## src/rtl/serial_sequence_generator_fsm.sv

```systemverilog
// Serial pattern transmitter: sends PATTERN MSB-first, repeated reps times, then pulses done.
// Optional feature macro: SEQGEN_GAP_EN inserts one idle GAP cycle between repetitions.
module serial_sequence_generator_fsm #(
    parameter int unsigned W       = 6,
    parameter logic [W-1:0] PATTERN = 6'b110011,
    parameter int unsigned CNT_W   = 4
) (
    input  logic             clk,
    input  logic             rst,
    input  logic             start,
    input  logic [CNT_W-1:0] repeat_n,
    input  logic             en,
    output logic             ready,
    output logic             a,
    output logic             valid,
    output logic             last,
    output logic             done
);

    localparam int unsigned IDX_W = $clog2(W);
    localparam logic [IDX_W-1:0] IDX_LAST = IDX_W'(W - 1);

`ifdef SEQGEN_GAP_EN
    typedef enum logic [1:0] {IDLE, SEND, DONE, GAP} state_t;
`else
    typedef enum logic [1:0] {IDLE, SEND, DONE} state_t;
`endif

    state_t           state, state_n;
    logic [IDX_W-1:0] idx, idx_n;
    logic [CNT_W-1:0] reps, reps_n;
    logic             ready_n, a_n, valid_n, last_n, done_n;

    // State, counters and registered outputs; rst wins over everything.
    always_ff @(posedge clk) begin
        if (rst) begin
            state <= IDLE;
            idx   <= '0;
            reps  <= '0;
            ready <= 1'b1;
            a     <= 1'b0;
            valid <= 1'b0;
            last  <= 1'b0;
            done  <= 1'b0;
        end else begin
            state <= state_n;
            idx   <= idx_n;
            reps  <= reps_n;
            ready <= ready_n;
            a     <= a_n;
            valid <= valid_n;
            last  <= last_n;
            done  <= done_n;
        end
    end

    // Next state and counters; outputs are decoded from the next state so they register in step.
    always_comb begin
        state_n = state;
        idx_n   = idx;
        reps_n  = reps;
        case (state)
            IDLE: begin
                if (start) begin
                    state_n = SEND;
                    idx_n   = '0;
                    reps_n  = (repeat_n == '0) ? CNT_W'(1) : repeat_n;
                end
            end
            SEND: begin
                if (en) begin
                    if (idx != IDX_LAST) begin
                        idx_n = idx + IDX_W'(1);
                    end else if (reps > CNT_W'(1)) begin
                        reps_n = reps - CNT_W'(1);
                        idx_n  = '0;
`ifdef SEQGEN_GAP_EN
                        state_n = GAP;
`endif
                    end else begin
                        state_n = DONE;
                    end
                end
            end
`ifdef SEQGEN_GAP_EN
            GAP: begin
                if (en) begin
                    state_n = SEND;
                end
            end
`endif
            DONE:    state_n = IDLE;
            default: state_n = IDLE;
        endcase

        ready_n = (state_n == IDLE);
        done_n  = (state_n == DONE);
        valid_n = (state_n == SEND);
        a_n     = valid_n ? PATTERN[IDX_LAST - idx_n] : 1'b0;
        last_n  = valid_n && (idx_n == IDX_LAST) && (reps_n == CNT_W'(1));
    end

endmodule

```

## config.mk

```make
export PLATFORM = sky130hd
export DESIGN_NAME = serial_sequence_generator_fsm
export DESIGN_NICKNAME = d
export VERILOG_FILES = /design/src/rtl/serial_sequence_generator_fsm.sv
export SDC_FILE = /design/constraint.sdc
export NUM_CORES = 1
export LEC_CHECK = 0
export BUFFER_PORTS_ARGS = -buffer_cell sky130_fd_sc_hd__buf_2
export CAP_MARGIN = 20
export CORE_MARGIN = 2
export CORE_UTILIZATION = 57
export DETAILED_ROUTE_END_ITERATION = 12
export PLACE_DENSITY = 0.91
export SYNTH_ARGS = -nofsm -noshare
export SYNTH_HDL_FRONTEND = slang
export SYNTH_SLANG_ARGS = --single-unit
```

## constraint.sdc

```tcl
create_clock -name clk -period 5.1 [get_ports clk]
set_input_delay 0.51 -clock clk [delete_from_list [all_inputs] [get_ports clk]]
set_output_delay 0.51 -clock clk [all_outputs]
set_load 0.03 [all_outputs]
```

== Yosys cells after proc, flatten, opt, wreduce, memory -nomap -nowiden ==
Memory sizes are Yosys's and may differ from the RTL's. A register that Yosys moved wholly into a read port is not among the register bits.
Cells that the tools add are included.
Widths: inputs -> output; s select.

* Add/sub/neg operators: 3
* Magnitude comparators: 1
* Equal/unequal tests: 6
* Mux-type cells: 16
* Bitwise gates (word level): 1
* Reductions and logical operators: 6

{| class="wikitable"
|+ Operators with widths
! operator !! number
|-
| $mux 4 || 5
|-
| $mux 3 || 4
|-
| $mux 2 || 4
|-
| $pmux 4 s2 || 1
|-
| $pmux 3 s2 || 1
|-
| $eq 2x1->1 const B || 2
|-
| $eq 4x1->1 const B || 1
|-
| $gt 4x1->1 const B || 1
|-
| $logic_not 2->1 || 2
|-
| $logic_not 4->1 || 1
|-
| $pmux 2 s2 || 1
|-
| $sub 4x1->4 const B || 1
|-
| $add 3x1->3 const B || 1
|-
| $eq 3x3->1 const B || 1
|-
| $ne 3x3->1 const B || 1
|-
| $sub 3x3->3 const A || 1
|-
| $eq 2x2->1 const B || 1
|-
| $logic_and 1x1->1 || 2
|-
| $reduce_or 2->1 || 1
|-
| $not 1->1 || 1
|}

* Flip-flop bits (word level): 13
* Memory bits (read-only): 8
* Input port bits: 8
* Output and inout port bits: 5
* Word-level logic and storage cells: 41
* Memories: 1

{| class="wikitable"
|+ Memories
! name !! words !! width !! rd ports !! clocked after memory_dff !! write ports !! RTL line !! RTL
|-
| (no name shown) || 8 || 1 || 1 || 1 || 0 || 99 || <nowiki>a_n = valid_n ? PATTERN[IDX_LAST - idx_n] : 1'b0;</nowiki>
|}

== Depth between registers and ports, before layout ==
Gate-level depths: netlist of the first run.

* Word-level depth: 8
* Gate-level depth with buffers: 7
* Depth with buffers taken out: 7

== Worst setup path after synthesis of the first run ==
Ideal clock, no wire load.

* Path kind: reg2reg
* From: register reps[0]
* To: register last
* Setup time: 0.103 ns
* Arrival time: 1.808 ns
* Data required time: 4.997 ns
* Slack: 3.188 ns
* Stages on the path, launching flop included: 8
* Path buffers: 0
* Period minus slack after synthesis: 1.912 ns
* Cell sequence: dfxtp_1 -> inv_1 -> ha_1 -> or2_1 -> and2_4 -> o41ai_1 -> nand3_1 -> a2111oi_2

* Cells in the longest elaborated chain, start to end: 8
* Elaborated cells on any way between the ends: 20
* Classes of those cells: add/sub (1); order compare (1); eq/ne (3); mux (13); reduce/logical (2)

{| class="wikitable"
|+ Ends and longest elaborated chain
! what !! RTL line !! RTL
|-
| start: declaration || 31 || <nowiki>logic [CNT_W-1:0] reps, reps_n;</nowiki>
|-
| start signal: assignment || 48 || <nowiki>reps <= reps_n;</nowiki>
|-
| $gt 4x1->1 || 74 || <nowiki>end else if (reps > CNT_W'(1)) begin</nowiki>
|-
| $mux 3 or $mux 2 (tied branches) || 74 ||
|-
| $mux 3 or $mux 2 (tied branches) || 72 || <nowiki>if (idx != IDX_LAST) begin</nowiki>
|-
| $mux 3 or $mux 2 (tied branches) || 71 || <nowiki>if (en) begin</nowiki>
|-
| $pmux 3 s2 or $pmux 2 s2 (tied branches) || 62 || <nowiki>case (state)</nowiki>
|-
| $eq 3x3->1 or $eq 2x1->1 (tied branches) || 100, 98 ||
|-
| $logic_and 1x1->1 || 100 || <nowiki>last_n = valid_n && (idx_n == IDX_LAST) && (reps_n == CNT_W'(1));</nowiki>
|-
| $logic_and 1x1->1 (*) || 100 ||
|-
| end signal: assignment || 52 || <nowiki>last <= last_n;</nowiki>
|-
| end: declaration || 16 || <nowiki>output logic last,</nowiki>
|}

Mark *: on every way between the ends. The rest lies on a longest branch, timed or not.
A chain may end at the register's enable or synchronous reset.

== Worst setup path after layout of the first run ==
Same ends and word-level chain as after synthesis.

==> flow_results.org, run 1 <==
** Synthesis
- Share of Yosys cell area claimed by the top area cell type :: 34.20%
- During synthesis, Yosys emitted a total of 0 warnings.
- Top post-synthesis cells by area :: dfxtp_1 (34%), ha_1 (6.1%), nor2_1 (4.6%), a31oi_1 (3.8%), nand2_1 (3.2%)
- Biggest area consumer among synthesized cells :: dfxtp_1
- Synthesis handed over a netlist of 96 instances.
- In this run, synthesis produced a sequential element count of 14.
- Top cells by instance count after synthesis :: dfxtp_1 (14), nor2_1 (10), nand2_1 (7)
- Share of flip-flops with an asynchronous set or reset after synthesis :: 0%
- Synth unique cells :: 41
- Total standard cell area after synthesis :: 819.5 um2
- By instance count, the leading cell after synthesis is dfxtp_1.
- Counting every net in the synthesized netlist gives 108.
- Seq/Total Area, Yosys :: 34.20%
- In the synthesized netlist the dominant register cell turns out to be dfxtp_1.
- Average footprint of a synthesized cell :: 8.537 um2
- EDFF count, synth :: 0

** Routing
- For this block, the initial DRC count from the detailed router was 28.
- The first detailed-routing pass took 4 iterations.
- DRT Wirelength :: 1925 um
- After detailed routing, the number of vias per cell comes to 6.295.
- Number of nets still failing antenna checks after routing :: 0
- Routed via count :: 768
- Average wire per standard cell :: 15.78 um
- In the routed design, unresolved DRC markers number 0.

** Placed design
- The congestion estimate from routability-driven global placement came to 0.9982.
- Number of I/O port buffers :: 12
- Post-DP HPWL :: 1349 um

** Floorplanning
- The die covers 0.001757 mm2.
- Core outline area :: 0.001318 mm2
- FP Rows :: 13
- Die Width :: 41.92 um
- 13 I/O pins were placed.
- Initial cell density of the core :: 62.20%
- The die is 41.92 um tall.

** GRT
- The first global-routing pass estimated 3187 um of wire.
- Total congestion overflow after global routing :: 0
- The initial antenna violation count was 0.
- Largest net degree at the start of global routing :: 13
- Global routing used 23.60% of the available tracks.
- The via count of the first global-routing pass came to 684.

** Power and ir drop
- Combinational cells account for 18.2% of the total power.
- Total power for the finished layout comes to 0.2438 mW.
- The clock network burns 32.8% of the power.
- The analysis attributes to net switching a power of 0.06825 mW.
- In this run the power density over the cells is 267.0 mW/mm2.
- Worst voltage drop across the vdd grid :: 0.0001256 V
- Cell internal power was estimated by the tool at 0.1756 mW.
- Net switching is 27.99% of the power.
- Sequential cells account for 49.0% of the total power.
- Pleak :: 0.4028 nW

** Clock tree
- Number of buffers created by CTS :: 3
- TritonCTS clock tree :: yes
- For this design, the CTS-stage hold fixing added 0 buffers.
- The tree is rooted in a clkbuf_4.
- Maximum buffer depth of the clock tree :: 2
- Later-pin clock latency in the skew report :: 0.28 ns
- Post-CTS Repair Setup Buffers :: 0
- H-tree depth :: 1
- Post-CTS resize count :: 0
- Number of clock sinks :: 14
- Clock transition at the registers of the reported paths :: 0.09 ns

** Job
- Max Cap Viol :: 0

** STA
- The max-slew violation count came to 0.
- Worst max-slew margin expressed relative to the limit :: 71.88%
- Final setup violation count :: 0
- Maximum clock frequency :: 449.8 MHz
- For the pin with the worst max-slew slack, the measured transition is 0.4163 ns.
- The total count of hold-check failures in the final report is 0.
- RSZ-0062 raised after global routing :: false
- Total Negative Setup Slacks :: 0 ns
- After layout, the worst path uses 43.59% of the clock period.
- The worst path needs 2.223 ns of the cycle, external delays included.
- Skew final :: 0.008601 ns

** Critical path
- Startpoint Class :: flip-flop
- Crit Reg-Reg Endpoint :: last
- The setup check on the worst reg-to-reg path leaves a slack of 2.88 ns.
- Cells along the critical path :: inv_1 > ha_1 > or2_1 > a21oi_1 > mux2i_1 > nand4_1 > a2111oi_2
- STA puts the critical path data required time at 5.28 ns.
- The critical path in this run is classified as reg2reg.
- Worst path slowest cell :: dfxtp_1
- In this run the worst setup path terminates at last.
- Element type at the critical path end :: flip-flop
- Delay of the slowest cell on the worst path :: 0.41 ns
- Maximum fanout along the worst path :: 5
- Worst r2r path cells :: 7
- In this run the critical register-to-register path is launched from reps[0].
- The critical path starts at reps[0].
- Worst EP arrival :: 2.41 ns

** Final layout
- In the final design database the tool counted 120 nets.
- Fill cell count :: 107
- 0 antenna diodes ended up in the layout.
- Cells with a size suffix above 1 make up 19.63% of the layout.
- Layout overhead on the synthesized area :: 11.45%

** Hold path
- The worst hold path belongs to the class in2reg.
- The worst hold path passes through 2 cells.

** Outcome
- Status :: finished, final reports clean
## cell type report
class	instances	area, um2	area share [%]
inverters	4	15.01	1.644
flip-flops and latches	14	280.3	30.68
repair buffers	12	60.06	6.575
well taps	15	18.77	2.055
clock buffers	4	36.28	3.973
multi-input cells	73	503.0	55.07
## logic make-up after synthesis
logic type      Yosys count  synth area share, %
simple gates             43                28.71
compound gates           23                22.14
flops                    14                34.20
buf+inv                   9                4.427
fa+ha+maj                 4                6.107
mux                       3                4.427
## critical path, delay by kind of cell (launching register included)
family                   cells  cell delay (ns)
AO/OA/AOI/OAI                2             0.66
adder cells (fa/ha/maj)      1             0.22
buffers and inverters        1             0.10
flip-flops                   1             0.41
multiplexers                 1             0.32
AND/OR/NAND/NOR              2             0.42
## worst min-delay path by stage
stage	from	endpoint
after floorplan	reps[1]	reps[1]
after global placement	reps[1]	reps[1]
after detailed placement	reps[1]	reps[1]
after CTS	rst	reps[3]
after global routing	rst	reps[3]
final	rst	reps[3]
## routing by layer
metal  vias to the layer above  share of wire, %  global-route usage, %
met3                         4               5.4                  3.913
met2                        39                50                  38.44
met1                       347                43                  30.67
met5                         -                 0                      0
met4                         0               1.7                  9.677
li1                        378                 -                      -
## registers in the layout, summed over array words and instances, names as in the netlist
register and count:
reps 4, idx 3, state 2, a 1, done 1, last 1
ready 1, valid 1
## cell usage in the layout, fill, tap and decap left out, types with 2 or more instances in the layout
cell / instances
dfxtp_1: 14
buf_2: 12
nor2_1: 10
nand2_1: 7
nor3_1: 5
a31oi_1: 5
inv_1: 4
ha_1: 4
a21oi_1: 3
nor2b_1: 3
clkbuf_4: 3
nand3_1: 2
or3_1: 2
o31ai_1: 2
nor4_1: 2
nand4_1: 2
a21o_1: 2
## power groups by stage
stage	registers (mW)	clock network (mW)	logic, mW
after floorplan	0.123	0	0.0302
after global placement	0.122	0	0.0415
after detailed placement	0.122	0	0.0425
after CTS	0.119	0.0806	0.0435
after global routing	0.121	0.0854	0.0479
final	0.120	0.0800	0.0443
## stage by stage
stage	hold WS (ns)	instances	cell area, um2	utilization (%)	setup slack (ns)
global placement	0.5464	118	877.1	66.57	3.093
global route	0.5464	122	913.4	69.33	2.701
detailed placement	0.5520	118	877.1	66.57	2.995
CTS	0.5376	122	913.4	69.33	2.907
finish	0.5451	122	913.4	69.33	2.877
floorplan	0.5075	96	819.5	-	3.188
No activity file was read; power rests on OpenSTA's default activity.
==> inputs of run 2 (changes only) <==
--- a/config.mk
+++ b/config.mk
@@ -8,9 +8,9 @@
 export BUFFER_PORTS_ARGS = -buffer_cell sky130_fd_sc_hd__buf_2
 export CAP_MARGIN = 20
 export CORE_MARGIN = 2
-export CORE_UTILIZATION = 57
+export CORE_UTILIZATION = 53
 export DETAILED_ROUTE_END_ITERATION = 12
-export PLACE_DENSITY = 0.91
+export PLACE_DENSITY = 0.86
 export SYNTH_ARGS = -nofsm -noshare
 export SYNTH_HDL_FRONTEND = slang
 export SYNTH_SLANG_ARGS = --single-unit
==> constraint.sdc (replaced) <==
create_clock -name clk -period 2.3 [get_ports clk]
set_input_delay 0.23 -clock clk [delete_from_list [all_inputs] [get_ports clk]]
set_output_delay 0.23 -clock clk [all_outputs]
set_load 0.03 [all_outputs]
==> run 2 against run 1 <==
  * Clock skew fell by 0.0034 ns
  * Total power rose by 120%
  * Non-clock buffer count rose by 1
  * Sequential share of layout area fell by 0.54 points
  * Clock power rose by 130%
  * Maximum frequency rose by 8.2%
  * Core utilization fell by 6.1 points
  * First-iteration DRC count rose by 18%
  * Largest cell class unchanged
==> flow_results.org, run 2 (synthesis gave the netlist of run 1 again) <==
** Outcome
- Status :: finished, final reports clean

** STA
- Final setup violation count :: 0 (unchanged)
- The slew of the pin with the lowest slew margin was 0.4227 ns (+0.006398 ns).
- The maximum operating frequency is 486.7 MHz (+8.2%).
- RSZ-0062 raised after global routing :: false
- The worst clock skew is 0.005221 ns (-0.003380 ns).
- Total Negative Setup Slacks :: 0 ns (unchanged)
- The total count of hold-check failures in the final report came to 0 (unchanged).
- The max-slew violation count is 0 (unchanged).
- Shortest clock period the worst path allows after layout :: 2.055 ns (-0.1684 ns)
- Worst max-slew margin expressed relative to the limit :: 71.78% (-0.10 points)
- The period utilization is 89.33% (+46 points).
- PnR worst setup slack :: 0.2454 ns (-2.632 ns)

** Job
- Max Cap Viol :: 0 (unchanged)

** Routing
- The wire length after detailed routing came to 1901 um (-1.2%).
- DRC violations left :: 0 (unchanged)
- Routed via count :: 783 (+2.0%)
- The post-detailed-route via-to-cell ratio was 6.315 (+0.31%).
- The average detailed-routed wire length per instance came to 15.33 um (-2.8%).
- Number of nets still failing antenna checks after routing :: 0 (unchanged)
- The number of design-rule violations left by the first detailed-router iteration came to 33 (+18%).
- The number of iterations in the first detailed-routing pass came to 4 (unchanged).

** Power and ir drop
- Internal power contribution :: 0.3904 mW (+120%)
- Pleak :: 0.4100 nW (+1.8%)
- Combinational cell fraction of total power :: 18.2% (about the same)
- The largest voltage drop on the vdd net came to 0.0003632 V (+190%).
- Cell Pwr Density :: 585.8 mW/mm2 (+120%)
- The switching share of power is 28.31% (+0.32 points).
- Clock share of power :: 33.1% (+0.3 points)
- Sequential share of power :: 48.7% (-0.3 points)
- Power dissipated by switching net loads :: 0.1541 mW (+130%)

** Final layout
- Area used by sequential logic in the layout :: 280.3 um2 (unchanged)
- The total area of multi-input combinational cells was 510.5 um2 (+1.5%).
- Diodes inserted :: 0 (unchanged)
- Leaving out fill and tap cells, the most frequent cell in the layout is dfxtp_1.
- Register ranked first by flip-flop count :: reps
- Share of post-route cells with drive strength above 1 :: 21.30% (+1.7 points)
- Fill cell count :: 139 (+30%)
- Commonest cells after routing, fill and taps aside :: dfxtp_1 (14), buf_2 (12), nor2_1 (10), nand2_1 (7)
- The largest registers in the layout are reps (4), idx (3), state (2).
- Number of nets at the end of the flow :: 121 (+0.83%)
- Relative to the synthesized area, the layout overhead comes to 13.44%.
- Max FFs per register :: 4 (unchanged)

** Floorplanning
- FP Rows :: 14 (+1)
- Height of the chip :: 43.32 um (+3.3%)
- The overall die width was 43.32 um (+3.3%).
- The initial cell density of the core came to 55.70% (-6.5 points).
- The placeable core region was 0.001471 mm2 (+12%).
- The die area is 0.001877 mm2 (+6.8%).
- The boundary pin count is 13 (unchanged).

** Clock tree
- TritonCTS built the clock tree.
- The worst-case clock buffer depth was 2 (unchanged).
- Number of buffers created by CTS :: 3 (unchanged)
- Later-pin clock latency in the skew report :: 0.29 ns (about the same)
- CTS Hold Bufs :: 0 (unchanged)
- The CTS sink count came to 14 (unchanged).
- Post-CTS Repair Setup Buffers :: 0 (unchanged)
- Clock transition at the registers of the reported paths :: 0.09 ns (about the same)
- Clk root buf :: clkbuf_4
- Post-CTS resize count :: 0 (unchanged)
- H-tree depth :: 1 (unchanged)

** Hold path
- The worst hold path begins at rst.
- In this run the worst hold path is classified as in2reg.
- Depth of the worst hold-timing path :: 2 (unchanged)
- Destination of the worst hold path :: reps[2]

** GRT
- The via count of the first global-routing pass came to 733 (+7.2%).
- Total routing usage reported by global routing :: 21.42% (-2.2 points)
- The wire length of the first global-routing pass was 3029 um (-5.0%).
- The largest net degree at the start of global routing is 13 (unchanged).
- The initial antenna violation count came to 0 (unchanged).
- The global-route congestion overflow total came to 0 (unchanged).

** Placed design
- Placement-stage worst setup slack :: 0.1946 ns (-2.800 ns)
- Post-DP HPWL :: 1390 um (+3.0%)
- The final weighted congestion in routability-driven placement was 1.001 (+0.24%).
- The count of input and output buffers is 12 (unchanged).

** Critical path
- STA classifies the critical path endpoint as a flip-flop.
- Worst setup path category :: reg2reg
- On the critical path, the stage with the largest delay is an instance of dfxtp_1.
- The peak per-stage delay on the critical path was 0.39 ns (-0.02 ns).
- The endpoint identified for the worst register-to-register timing path is last.
- Worst r2r path cells :: 6 (-1)
- The worst setup path is launched from a flip-flop.
- The data arrival time of the critical path is 2.25 ns (-0.16 ns).
- Required time at the endpoint of the critical path :: 2.49 ns (-2.79 ns)
- Worst reg-to-reg setup slack :: 0.25 ns (-2.63 ns)
- The startpoint identified for the worst register-to-register timing path is idx[0].
- Traced cell by cell, the critical path runs through ha_1 > nand3_1 > nor4_1 > mux2_2 > a221o_1 > a2111oi_2.
- The largest fanout on the critical path came to 6 (+1).
[run 2: cell types whose count changed in the layout (fill, tap and decap cells not counted)]
cell     change
o41ai_1      -1
buf_4        +1
o41ai_2      +1
[run 2: metrics by stage]
step / cell area (um2) / total power, mW / hold WS, ns / std cells / utilization (%)
after floorplan: 819.5 / 0.3407 / 0.3737 / 96 / -
after global placement: 885.9 / 0.3622 / 0.5354 / 120 / 60.20
after detailed placement: 885.9 / 0.3662 / 0.5429 / 120 / 60.20
after CTS: 922.1 / 0.5417 / 0.2554 / 124 / 62.67
after global routing: 929.6 / 0.5677 / 0.2649 / 124 / 63.18
final: 929.6 / 0.5446 / 0.2578 / 124 / 63.18
[run 2: power groups by stage]
| stage | clock network [mW] | logic (mW) | registers, mW |
|---|---|---|---|
| final | 0.180 | 0.0991 | 0.265 |
| after global routing | 0.192 | 0.108 | 0.267 |
| after CTS | 0.180 | 0.0963 | 0.265 |
| after detailed placement | 0 | 0.0954 | 0.271 |
| after global placement | 0 | 0.0921 | 0.270 |
| after floorplan | 0 | 0.0671 | 0.274 |
[run 2: routing by layer]
layer  track usage, %  part of all wire, %
met3            2.979                  6.8
met1            25.85                   43
met5                0                    0
met4            12.73                  2.0
met2            35.82                   48
[run 2: final cells by class]
class                   instances  share of cell area, %
multi-input cells              73                  54.91
well taps                      16                  2.153
clock buffers                   4                  3.903
flip-flops and latches         14                  30.15
inverters                       4                  1.615
repair buffers                 13                  7.268
[run 2: worst max-delay path, delay by kind of cell (launching register included)]
kind,cells,cell delay (ns)
multiplexers,1,0.37
AND/OR/NAND/NOR,2,0.40
adder cells (fa/ha/maj),1,0.29
AO/OA/AOI/OAI,2,0.52
flip-flops,1,0.39
[run 2: worst max-delay path by stage]
| stage | from | endpoint | slack [ns] | depth (start not counted) |
|---|---|---|---|---|
| 6_report | idx[0] | last | 0.25 | 6 |
| 5_1_grt | reps[0] | last | 0.09 | 7 |
| 4_1_cts | reps[0] | last | 0.16 | 7 |
| 3_5_place_dp | reps[0] | last | 0.19 | 7 |
| 3_3_place_gp | idx[0] | last | 0.29 | 6 |
| 2_1_floorplan | reps[0] | last | 0.39 | 7 |
==> inputs of run 3 (changes only) <==
--- a/config.mk
+++ b/config.mk
@@ -5,12 +5,13 @@
 export SDC_FILE = /design/constraint.sdc
 export NUM_CORES = 1
 export LEC_CHECK = 0
+export ABC_AREA = 1
 export BUFFER_PORTS_ARGS = -buffer_cell sky130_fd_sc_hd__buf_2
 export CAP_MARGIN = 20
 export CORE_MARGIN = 2
-export CORE_UTILIZATION = 53
+export CORE_UTILIZATION = 54
 export DETAILED_ROUTE_END_ITERATION = 12
-export PLACE_DENSITY = 0.86
+export PLACE_DENSITY = 0.87
 export SYNTH_ARGS = -nofsm -noshare
 export SYNTH_HDL_FRONTEND = slang
 export SYNTH_SLANG_ARGS = --single-unit
==> run 3 against run 2 <==
  * Register-to-register slack improved by 0.43 ns
  * Count of clock-buffer cells in the layout did not move
  * Clock skew decreased by 0.0032 ns
  * Synthesized cell count rose by 32%
==> flow_results.org, run 3 <==
** Outcome
- Status :: finished, final reports clean

** Synthesis
- The count of synthesis-stage warnings from yosys is 0 (unchanged).
- Seq/Total Area, Yosys :: 33.48% (-0.72 points)
- Ranked by total cell area, the synthesized netlist is headed by dfxtp_1 (33%), nand2_1 (15%), inv_1 (9.0%), nand3_1 (8.4%), ha_1 (6.0%).
- Biggest area consumer among synthesized cells :: dfxtp_1
- EDFF count, synth :: 0 (unchanged)
- In the post-synthesis netlist, the cell with the most instances is nand2_1.
- Primary FF master, synth :: dfxtp_1
- The count of distinct cell types in the synthesized netlist came to 20 (-51%).
- The commonest cells after synthesis are nand2_1 (34), inv_1 (20), dfxtp_1 (14), nand3_1 (14), nor2_1 (12).
- The mean cell area of the mapped netlist was 6.591 um2 (-23%).
- Synthesized instance count :: 127 (+32%)
- Flip-flop and latch count after synthesis :: 14 (unchanged)
- Total standard cell area after synthesis :: 837.1 um2 (+2.1%)
- Syn nets :: 139 (+29%)
- The async set-reset flop share out of synthesis is 0% (unchanged).
- Share of Yosys cell area claimed by the top area cell type :: 33.48% (-0.72 points)

** Floorplanning
- The row count is 14 (unchanged).
- Height of the chip :: 43.37 um (+0.12%)
- The overall die width is 43.37 um (+0.12%).
- The placeable core region was 0.001471 mm2 (unchanged).
- The boundary pin count was 13 (unchanged).
- Initial cell density of the core :: 56.89% (+1.2 points)
- The die area came to 0.001881 mm2 (+0.23%).

** STA
- Hold Vio Cnt, Final :: 0 (unchanged)
- Slew at the pin closest to its max-slew limit :: 0.3878 ns (-0.03491 ns)
- The setup TNS came to 0 ns (unchanged).
- Skew final :: 0.002033 ns (-0.003188 ns)
- Maximum clock frequency :: 617.1 MHz (+27%)
- The time the final worst path needs with I/O delays and setup was 1.620 ns (-0.4341 ns).
- Worst max-slew margin expressed relative to the limit :: 73.98% (+2.2 points)
- The number of setup violations in the final report was 0 (unchanged).
- The max-slew violation count is 0 (unchanged).
- Fraction of the cycle the final worst path needs :: 70.46% (-19 points)
- RSZ-0062 raised after global routing :: false

** Hold path
- The worst hold path begins at rst.
- The instance count along the most critical hold path came to 2 (unchanged).
- For hold timing, the worst endpoint is idx[0].
- Class of the tightest hold or removal check :: in2reg

** Critical path
- The largest fanout on the critical path came to 6 (unchanged).
- The worst setup path is captured at a flip-flop.
- In this run the critical register-to-register path is captured at last.
- Worst r2r path cells :: 11 (+5)
- Startpoint Class :: flip-flop
- Required time at the endpoint of the critical path :: 2.52 ns (+0.03 ns)
- Worst setup path category :: reg2reg
- The startpoint identified for the worst register-to-register timing path is reps[0].
- The reg2reg setup slack was 0.68 ns (+0.43 ns).
- Worst EP arrival :: 1.84 ns (-0.41 ns)

** Clock tree
- The tree is rooted in a clkbuf_4.
- Post-CTS resize count :: 0 (unchanged)
- The clock latency of the later-clocked register in the worst-skew pair was 0.27 ns (-0.02 ns).
- CTS Hold Bufs :: 0 (unchanged)
- The number of setup buffers added after CTS was 0 (unchanged).
- H-tree depth :: 1 (unchanged)
- Clock transition at the registers of the reported paths :: 0.08 ns (about the same)
- Maximum buffer depth of the clock tree :: 2 (unchanged)
- TritonCTS built the clock tree.
- Number of buffers created by CTS :: 3 (unchanged)
- The CTS sink count is 14 (unchanged).

** Final layout
- The utilization after layout is 64.54% (+1.4 points).
- Layout overhead on the synthesized area :: 13.45% (about the same)
- Most common cell after layout, fill and taps aside :: nand2_1
- The number of flip-flops in the largest register came to 4 (unchanged).
- Ranked by flip-flop count, first place goes to reps.
- Share of post-route cells with drive strength above 1 :: 20.42% (-0.87 points)
- Fill cell count :: 129 (-7.2%)
- Diodes inserted :: 0 (unchanged)
- In the layout the commonest cells are nand2_1 (34), inv_1 (20), nand3_1 (14), dfxtp_1 (14).
- The largest registers in the layout are reps (4), idx (3), state (2).
- The layout net count is 155 (+28%).

** GRT
- The via count of the first global-routing pass came to 729 (-0.55%).
- Number of antenna violations at the first check in global routing :: 0 (unchanged)
- The global router's overall resource usage was 21.39% (-0.037 points).
- The global-route congestion overflow total came to 0 (unchanged).
- Largest net degree at the start of global routing :: 11 (-2)
- The wire length of the first global-routing pass is 3008 um (-0.69%).

** Routing
- Number of nets still failing antenna checks after routing :: 0 (unchanged)
- The number of iterations in the first detailed-routing pass came to 4 (unchanged).
- Vias per Instance :: 5.133 (-19%)
- The detailed-route DRC error count was 0 (unchanged).
- The average detailed-routed wire length per instance was 10.73 um (-30%).
- The number of design-rule violations left by the first detailed-router iteration was 26 (-21%).
- The total via count in the routed design was 811 (+3.6%).
- DRT Wirelength :: 1695 um (-11%)

** Power and ir drop
- The largest voltage drop on the vdd net came to 0.0005303 V (+46%).
- Pleak :: 0.4971 nW (+21%)
- The power density over the cells is 562.6 mW/mm2 (-3.9%).

** Job
- The max capacitance violation total came to 0 (unchanged).

** Placed design
- Post-DP HPWL :: 1383 um (-0.48%)
- The count of input and output buffers came to 12 (unchanged).
- Weighted congestion reported at the end of routability-driven placement :: 0.8770 (-12%)
## run 3: area by class of cell
cell class              count  area [um2]  area share (%)
clock buffers               4       36.28           3.821
repair buffers             12       60.06           6.324
flip-flops and latches     14       280.3           29.51
well taps                  16       20.02           2.108
inverters                  23       86.33           9.091
multi-input cells          89       466.7           49.14
## run 3: how the worst max path moves through the flow
stage,startpoint,end
floorplan,reps[0],last
global placement,reps[0],last
detailed placement,reps[0],last
CTS,reps[0],last
global route,reps[0],last
finish,reps[0],last
## run 3: per-stage QoR
step                setup WS, ns  instance area [um2]  std cells  power, mW  hold WS [ns]
detailed placement        0.7041                913.4        154     0.3690        0.5306
global placement          0.7867                913.4        154     0.3653        0.5227
floorplan                 0.8651                837.1        127     0.3417        0.4965
finish                    0.6795                949.7        158     0.5343        0.2410
global route              0.5009                949.7        158     0.5638        0.2522
CTS                       0.6842                949.7        158     0.5386        0.2351
## run 3: cell families after synthesis
| kind of cell | share of synthesized area [%] |
|---|---|
| AO/OA/AOI/OAI | 6.874 |
| adder cells (fa/ha/maj) | 5.979 |
| buffers and inverters | 10.76 |
| flip-flops | 33.48 |
| AND/OR/NAND/NOR | 42.90 |
## run 3: power by group
part	internal [mW]	total, mW	switching [mW]	leakage (nW)
Sequential	0.254	0.264	0.00947	0.115
Clock	0.0963	0.170	0.0738	0.0210
Combinational	0.0324	0.101	0.0681	0.361
Total	0.383	0.534	0.151	0.497
## run 3: per-layer routing
layer	vias to the layer above	part of all wire (%)	GRT usage, %
met3	4	4.0	2.500
met5	-	0	0
met2	21	49	35.22
met4	0	2.0	10.91
li1	425	-	-
met1	361	45	27.63
## run 3: critical path: stages, from the launching register on
cell and delay [ns]:
dfxtp_1 0.40, inv_1 0.10, ha_1 0.22, inv_1 0.07, nand2_1 0.08, nand2_1 0.12, nand2_4 0.08, nand3_1 0.12
nand2_1 0.09, nor2_1 0.09, nand3_1 0.08, nor2_2 0.11
